### src/rtl/debounce_detect.sv
// Debounces a synchronized input and counts accepted presses, with sticky wrap flag.
// Latency: level/pulse/count update on the STABLE_CYCLES-th consecutive sample at the new level.
// No backpressure: samples sync_in every cycle; pulses are single-cycle and not held.
module debounce_detect #(
  parameter int STABLE_CYCLES = 4,
  parameter int CNT_WIDTH     = 8
) (
  input  logic                 clk,
  input  logic                 rst,
  input  logic                 sync_in,
  input  logic                 clear,
  output logic                 level_out,
  output logic                 rise_pulse,
  output logic                 fall_pulse,
  output logic [CNT_WIDTH-1:0] press_count,
  output logic                 overflow
);

  // Stable counter only ever holds 1..STABLE_CYCLES-1, so clog2 bits suffice.
  localparam int SW = (STABLE_CYCLES > 2) ? $clog2(STABLE_CYCLES) : 1;
  localparam logic [SW-1:0] LAST = SW'(STABLE_CYCLES - 1);

  typedef enum logic [1:0] {
    LOW      = 2'd0,
    CHK_HIGH = 2'd1,
    HIGH     = 2'd2,
    CHK_LOW  = 2'd3
  } state_t;

  state_t        state;
  logic [SW-1:0] stable_cnt;
  logic          rise_now;

  // A rise is accepted on the edge that completes the high-side check.
  assign rise_now = (state == CHK_HIGH) && sync_in && (stable_cnt == LAST);

  // Debounce FSM with registered level and single-cycle edge pulses.
  always_ff @(posedge clk or posedge rst) begin
    if (rst) begin
      state      <= LOW;
      stable_cnt <= '0;
      level_out  <= 1'b0;
      rise_pulse <= 1'b0;
      fall_pulse <= 1'b0;
    end else begin
      rise_pulse <= 1'b0;
      fall_pulse <= 1'b0;
      case (state)
        LOW: begin
          if (sync_in) begin
            state      <= CHK_HIGH;
            stable_cnt <= SW'(1);
          end
        end
        CHK_HIGH: begin
          if (!sync_in) begin
            state      <= LOW;
            stable_cnt <= '0;
          end else if (stable_cnt == LAST) begin
            state      <= HIGH;
            stable_cnt <= '0;
            level_out  <= 1'b1;
            rise_pulse <= 1'b1;
          end else begin
            stable_cnt <= stable_cnt + SW'(1);
          end
        end
        HIGH: begin
          if (!sync_in) begin
            state      <= CHK_LOW;
            stable_cnt <= SW'(1);
          end
        end
        CHK_LOW: begin
          if (sync_in) begin
            state      <= HIGH;
            stable_cnt <= '0;
          end else if (stable_cnt == LAST) begin
            state      <= LOW;
            stable_cnt <= '0;
            level_out  <= 1'b0;
            fall_pulse <= 1'b1;
          end else begin
            stable_cnt <= stable_cnt + SW'(1);
          end
        end
        default: begin
          state      <= LOW;
          stable_cnt <= '0;
        end
      endcase
    end
  end

  // Press counter with sticky wrap flag; clear wins over a same-edge rise.
  always_ff @(posedge clk or posedge rst) begin
    if (rst) begin
      press_count <= '0;
      overflow    <= 1'b0;
    end else if (clear) begin
      press_count <= '0;
      overflow    <= 1'b0;
    end else if (rise_now) begin
      press_count <= press_count + CNT_WIDTH'(1);
      if (&press_count) begin
        overflow <= 1'b1;
      end
    end
  end

endmodule

### config.mk
export PLATFORM = sky130hd
export DESIGN_NAME = debounce_detect
export DESIGN_NICKNAME = d
export VERILOG_FILES = /design/src/rtl/debounce_detect.sv
export SDC_FILE = /design/constraint.sdc
export NUM_CORES = 1
export LEC_CHECK = 0
export BUFFER_PORTS_ARGS = -buffer_cell sky130_fd_sc_hd__buf_2
export CORE_MARGIN = 1
export CORE_UTILIZATION = 39
export DETAILED_ROUTE_END_ITERATION = 7
export HOLD_SLACK_MARGIN = 0.15
export SLEW_MARGIN = 30
export SYNTH_ARGS = -nofsm -noshare
export SYNTH_HDL_FRONTEND = slang
export SYNTH_SLANG_ARGS = --single-unit
### constraint.sdc
create_clock -name clk -period 2.1 [get_ports clk]
set_input_delay 0.105 -clock clk [delete_from_list [all_inputs] [get_ports clk]]
set_output_delay 0.105 -clock clk [all_outputs]
set_load 0.02 [all_outputs]
* Word-level counts from Yosys, hierarchy flattened
Cells that the tools add are included.
** Word-level totals
- Register bits after elaboration :: 16
- Input bits :: 4
- Output and inout bits :: 12
- Logic and storage cells :: 59
** Operators by class
- Add/sub/neg operators :: 2
- Equal/unequal tests :: 12
- Muxes and demuxes :: 27
- Reductions and logical operators :: 11
** Operator list (number)
- 2-to-1 mux 2 bit :: 10
- 2-to-1 mux 8 bit :: 2
- case mux 2 bit (4 select lines) :: 2
- 2-to-1 mux 1 bit :: 12
- != test 2 bit, second input constant :: 5
- adder 8 x 1 -> 8 bit, second input constant :: 1
- AND reduction 8 bit :: 1
- == test 2 bit, second input constant :: 3
- nonzero test 2 bit :: 3
- AND reduction 5 bit :: 1
- AND reduction 2 bit :: 2
- AND reduction 4 bit :: 1
- != test 3 x 2 -> 1 bit, second input constant :: 1
- != test 3 bit, second input constant :: 1
- adder 2 x 1 -> 2 bit, second input constant :: 1
- == test 2 x 1 -> 1 bit, second input constant :: 1
- logical AND 1 bit :: 2
- logical NOT 2 bit :: 1
- != test 2 x 1 -> 1 bit, second input constant :: 1
- case mux 1 bit (2 select lines) :: 1

* Depth between registers and ports, before layout
- Depth after elaboration :: 5
- Mapped depth :: 5
- Depth with buffers taken out :: 4

* Worst setup path before layout
Ideal clock, no wire load.
- Kind :: reg-to-reg
- From :: register press_count[0]
- To :: register press_count[6]
- Library setup time :: 0.078 ns
- Data arrival time :: 1.370 ns
- Required time :: 2.022 ns
- Setup slack :: 0.653 ns
- Cell stages (with the launch flop) :: 5
- Path buffers :: 0
- Period minus slack after synthesis :: 1.447 ns
- Cells stage by stage :: dfrtp_1 > ha_1 > nand2_1 > or4_1 > a21oi_1
** Between the ends
- Word-level cells in the longest chain between the ends :: 3
** RTL lines
- start: declaration :: line 15 : output logic [CNT_WIDTH-1:0] press_count,
- start signal: assignment :: line 104 : press_count <= press_count + CNT_WIDTH'(1);
- adder 8 x 1 -> 8 bit :: line 104
- 2-to-1 mux 8 bit :: line 103 : end else if (rise_now) begin
- 2-to-1 mux 8 bit :: line 100 : end else if (clear) begin
No other way between the ends. The select of a mux whose other input is x is not followed.
A chain may end at the register's enable or synchronous reset.

* Worst setup path after layout
- From :: register stable_cnt[0]
- To :: register press_count[5]
** Between the ends
- Word-level cells in the longest chain between the ends :: 3
** RTL lines
- start: declaration :: line 31 : logic [SW-1:0] stable_cnt;
- start signal: assignment :: line 65 : stable_cnt <= stable_cnt + SW'(1);
- start signal: assignment :: line 84 : stable_cnt <= stable_cnt + SW'(1);
- == test 2 bit :: line 35 : assign rise_now = (state == CHK_HIGH) && sync_in && (stable_cnt == LAST);
- logical AND 1 bit :: line 35
- nonzero test 2 bit (no source line)
No other way between the ends.

==> report_table.html <==
<table>
<tr><th>Metric</th><th>Value</th></tr>
<tr><th colspan="2">Detailed routing</th></tr>
<tr><td>Total wirelength of the detailed-routed design</td><td>1410 um</td></tr>
<tr><td>Final routed DRC violation total</td><td>0</td></tr>
<tr><td>Vias</td><td>611</td></tr>
<tr><td>Via density</td><td>5.27</td></tr>
<tr><td>Detail Route Antenna Nets</td><td>0</td></tr>
<tr><td>Number of detailed-routing iterations run before antenna repair</td><td>4</td></tr>
<tr><td>First DRT Iteration DRCs</td><td>11</td></tr>
<tr><td>Post-detailed-route wirelength per cell</td><td>12.1 um</td></tr>
<tr><th colspan="2">CTS</th></tr>
<tr><td>Library cell used as clock root buffer</td><td>sky130_fd_sc_hd__clkbuf_4</td></tr>
<tr><td>Maximum count of clock buffers along a single path</td><td>2</td></tr>
<tr><td>Latest clock arrival within the worst-skew pair</td><td>280 ps</td></tr>
<tr><td>TritonCTS clock tree</td><td>done</td></tr>
<tr><td>Count of cells resized by post-cts repair</td><td>0</td></tr>
<tr><td>Number of clock sinks</td><td>16</td></tr>
<tr><td>Number of H-tree branching levels</td><td>1</td></tr>
<tr><td>Total CTS buffers</td><td>3</td></tr>
<tr><td>Clock edge transition at the registers on the reported setup and hold paths</td><td>100 ps</td></tr>
<tr><td>Post-CTS setup repair buffer count</td><td>0</td></tr>
<tr><th colspan="2">Synth</th></tr>
<tr><td>Synthesized Nets</td><td>82</td></tr>
<tr><td>Post-synthesis instance area</td><td>785 um^2</td></tr>
<tr><td>Cells after Synth</td><td>75</td></tr>
<tr><td>Number of distinct library cell variants in the gate-level netlist after synthesis</td><td>24</td></tr>
<tr><td>Count of warnings emitted by yosys</td><td>0</td></tr>
<tr><td>Average footprint of a synthesized cell</td><td>10.5 um^2</td></tr>
<tr><td>Fraction of the yosys area taken by sequential cells</td><td>51.0%</td></tr>
<tr><td>Synth Register Bits</td><td>16</td></tr>
<tr><th colspan="2">Timing</th></tr>
<tr><td>Ratio of final minimum period to clock period</td><td>79.3%</td></tr>
<tr><td>Setup TNS</td><td>0 ps</td></tr>
<tr><td>Final Hold Slack</td><td>171 ps</td></tr>
<tr><td>Setup skew after layout</td><td>9.49 ps</td></tr>
<tr><td>Worst slew pin tran</td><td>597 ps</td></tr>
<tr><td>Endpoints failing hold</td><td>0</td></tr>
<tr><td>Fmax achieved</td><td>601 MHz</td></tr>
<tr><td>Worst slew margin relative to its limit</td><td>60.1%</td></tr>
<tr><td>Fin. max-slew vios</td><td>0</td></tr>
<tr><td>Final min period</td><td>1660 ps</td></tr>
<tr><td>Unrepaired setup endpoints after global routing</td><td>false</td></tr>
<tr><td>Final setup violation count</td><td>0</td></tr>
<tr><th colspan="2">Finish</th></tr>
<tr><td>Number of nets at the end of the flow</td><td>100</td></tr>
<tr><td>Share of post-route cells with drive strength above 1</td><td>23.1%</td></tr>
<tr><td>Diodes inserted</td><td>0</td></tr>
<tr><td>Layout area overhead</td><td>16.3%</td></tr>
<tr><td>Final Util</td><td>50.6%</td></tr>
<tr><td>Post-route cell area</td><td>912 um^2</td></tr>
<tr><th colspan="2">Worst setup path</th></tr>
<tr><td>Cell class contributing the biggest share of worst-path delay</td><td>simple AND/OR/NAND/NOR gates</td></tr>
<tr><td>Arrival time of the worst setup path</td><td>1880 ps</td></tr>
<tr><td>CP max-delay cell</td><td>sky130_fd_sc_hd__or4_1</td></tr>
<tr><td>Type of the worst setup path</td><td>reg2reg</td></tr>
<tr><td>Buffering stage count on the worst path with inverters included</td><td>0</td></tr>
<tr><td>Endpoint kind of the worst setup timing path</td><td>flip-flop</td></tr>
<tr><td>Worst-path maximum fanout</td><td>15</td></tr>
<tr><td>Critical Path, Cell by Cell</td><td>ha_1, nand4b_4, or4_1, a21oi_1</td></tr>
<tr><td>Kind of start point of the critical path</td><td>flip-flop</td></tr>
<tr><td>Required time of the worst setup path</td><td>2320 ps</td></tr>
<tr><td>Slowest Stage Delay on Critical Path</td><td>550 ps</td></tr>
<tr><th colspan="2">Placement</th></tr>
<tr><td>Port Buffers</td><td>15</td></tr>
<tr><td>Final HPWL DP</td><td>955 um</td></tr>
<tr><td>Final RePlAce weighted congestion</td><td>0.736</td></tr>
<tr><td>Placement Cell Area</td><td>870 um^2</td></tr>
<tr><th colspan="2">GRT</th></tr>
<tr><td>Wire length of the first global-routing pass</td><td>2420 um</td></tr>
<tr><td>Initial antenna violation count</td><td>0</td></tr>
<tr><td>Vias in the first global route</td><td>547</td></tr>
<tr><td>Total overflow reported by the global router</td><td>0</td></tr>
<tr><td>Maximum number of pins on one net before global-route repair</td><td>17</td></tr>
<tr><td>Gr usage total</td><td>16.1%</td></tr>
<tr><th colspan="2">Job</th></tr>
<tr><td>Max-Cap Viols</td><td>0</td></tr>
<tr><th colspan="2">Die</th></tr>
<tr><td>Initial core utilization</td><td>43.5%</td></tr>
<tr><td>Total I/O pin count</td><td>16</td></tr>
<tr><td>Vert. Die Dim</td><td>46.9 um</td></tr>
<tr><td>Floorplan row count</td><td>15</td></tr>
<tr><td>Core area</td><td>1800 um^2</td></tr>
<tr><td>Overall die width</td><td>46.9 um</td></tr>
<tr><td>Total Die Area</td><td>2190 um^2</td></tr>
<tr><th colspan="2">Run status</th></tr>
<tr><td>Status</td><td>finished clean</td></tr>
<tr><th colspan="2">Power</th></tr>
<tr><td>Areal power density over the cells</td><td>741 nW/um^2</td></tr>
<tr><td>Leak Pwr</td><td>0.443 nW</td></tr>
<tr><td>Peak VDD IR</td><td>0.329 mV</td></tr>
<tr><th colspan="2">Min path</th></tr>
<tr><td>HP Class</td><td>in2reg</td></tr>
</table>
stage by stage:
step / worst slack (ps) / total power, mW / instances
after floorplan: 653 / 0.494 / 75
after global routing: 319 / 0.721 / 116
after global placement: 485 / 0.517 / 111
after CTS: 435 / 0.686 / 116
after detailed placement: 453 / 0.521 / 111
final: 436 / 0.676 / 116
worst paths after layout:
path,start,endpoint,slack (ps),cells past startpoint
worst max-delay path,stable_cnt[0]$_DFFE_PP0P_,press_count[5]$_DFFE_PP0P_,440,4
worst min register to register,overflow$_DFFE_PP0P_,overflow$_DFFE_PP0P_,520,2
min in group asynchronous,rst,press_count[2]$_DFFE_PP0P_,410,3
worst max register to register,stable_cnt[0]$_DFFE_PP0P_,press_count[5]$_DFFE_PP0P_,440,4
worst min-delay path,sync_in,flip-flop,170,3
max in group asynchronous,rst,asynchronous set/reset pin,1290,3
what timing repair did:
action | 4_1_cts | 5_1_grt
hold buffers | 2 | 0
endpoints found under the hold margin | 25 | 0
setup endpoints to repair | 0 | 0
layout by cell type (no fill, tap or decap), types with 2 or more instances in the layout:
cell and instances:
sky130_fd_sc_hd__o31ai_1 4, sky130_fd_sc_hd__or4_1 5, sky130_fd_sc_hd__dfrtp_1 16, sky130_fd_sc_hd__dlygate4sd3_1 2, sky130_fd_sc_hd__buf_2 15, sky130_fd_sc_hd__nor2_1 4
sky130_fd_sc_hd__nand3_1 3, sky130_fd_sc_hd__xor2_1 2, sky130_fd_sc_hd__clkbuf_4 3, sky130_fd_sc_hd__nand2_1 3, sky130_fd_sc_hd__o21ai_0 5, sky130_fd_sc_hd__or3_1 2
sky130_fd_sc_hd__inv_1 5, sky130_fd_sc_hd__a21oi_1 10, sky130_fd_sc_hd__ha_1 3
cell type report:
| cell class | count | area (um^2) |
|---|---|---|
| inverters | 5 | 18.8 |
| fillers | 183 | 890 |
| clock buffers | 3 | 22.5 |
| flip-flops and latches | 16 | 400 |
| well taps | 25 | 31.3 |
| multi-input cells | 50 | 344 |
| repair buffers | 17 | 95.1 |
tightest hold or removal path, delay by kind of cell:
kind / cells / cell delay (ps)
buf+inv: 1 / 160
compound gates: 1 / 60
simple gates: 1 / 90
per-layer routing:
| metal | global-route usage (%) | part of all wire, % |
|---|---|---|
| met1 | 21.3 | 48 |
| met2 | 23.6 | 48 |
| met3 | 3.46 | 3.3 |
| met4 | 10.3 | 1.0 |
| met5 | 0 | 0 |
state kept, by name (all words and copies together) (netlist names), named ones only:
register     flops
press_count      8
stable_cnt       2
fall_pulse       1
level_out        1
overflow         1
rise_pulse       1
state            1
power by group:
part	internal, mW	leakage [nW]	switching [mW]
clock	0.0665	0.0138	0.0930
sequential	0.340	0.212	0.0463
combinational	0.0599	0.216	0.0697
synth_stat cells:
cell                       count  share of area [%]
sky130_fd_sc_hd__dfrtp_1      16                 51
sky130_fd_sc_hd__a21oi_1      10                6.4
sky130_fd_sc_hd__inv_1         5                2.4
sky130_fd_sc_hd__o21ai_0       5                3.2
sky130_fd_sc_hd__or4_1         5                4.8
sky130_fd_sc_hd__nor2_1        4                1.9
sky130_fd_sc_hd__o31ai_1       4                3.8
sky130_fd_sc_hd__ha_1          3                4.8
sky130_fd_sc_hd__nand2_1       3                1.4
sky130_fd_sc_hd__nand3_1       3                1.9
sky130_fd_sc_hd__buf_2         2                1.3
sky130_fd_sc_hd__or3_1         2                1.6
sky130_fd_sc_hd__xor2_1        2                2.2
sky130_fd_sc_hd__a21boi_0      1               0.96
sky130_fd_sc_hd__a31oi_1       1               0.80
sky130_fd_sc_hd__and4b_1       1                1.3
sky130_fd_sc_hd__and4b_2       1                1.4
sky130_fd_sc_hd__buf_1         1               0.48
sky130_fd_sc_hd__buf_4         1               0.96
sky130_fd_sc_hd__mux2_2        1                1.4
sky130_fd_sc_hd__mux2i_1       1                1.3
sky130_fd_sc_hd__nand2b_1      1               0.80
sky130_fd_sc_hd__nand4_1       1               0.80
sky130_fd_sc_hd__nand4b_4      1                3.0
kinds of logic (layout without fill, tap and decap cells):
logic type                 Yosys count  count (layout)  share of synthesized area, %
and+or+nand+nor                     22              22                          19.0
xor gates and xnor gates             2               2                          2.23
AOI/OAI and AO/OA                   21              21                          15.2
muxes                                2               2                          2.71
buffers and inverters                9              25                          5.10
DFF                                 16              16                          51.0
adders and majority gates            3               3                          4.79
Note: power is estimated with default switching activity, not from simulation.
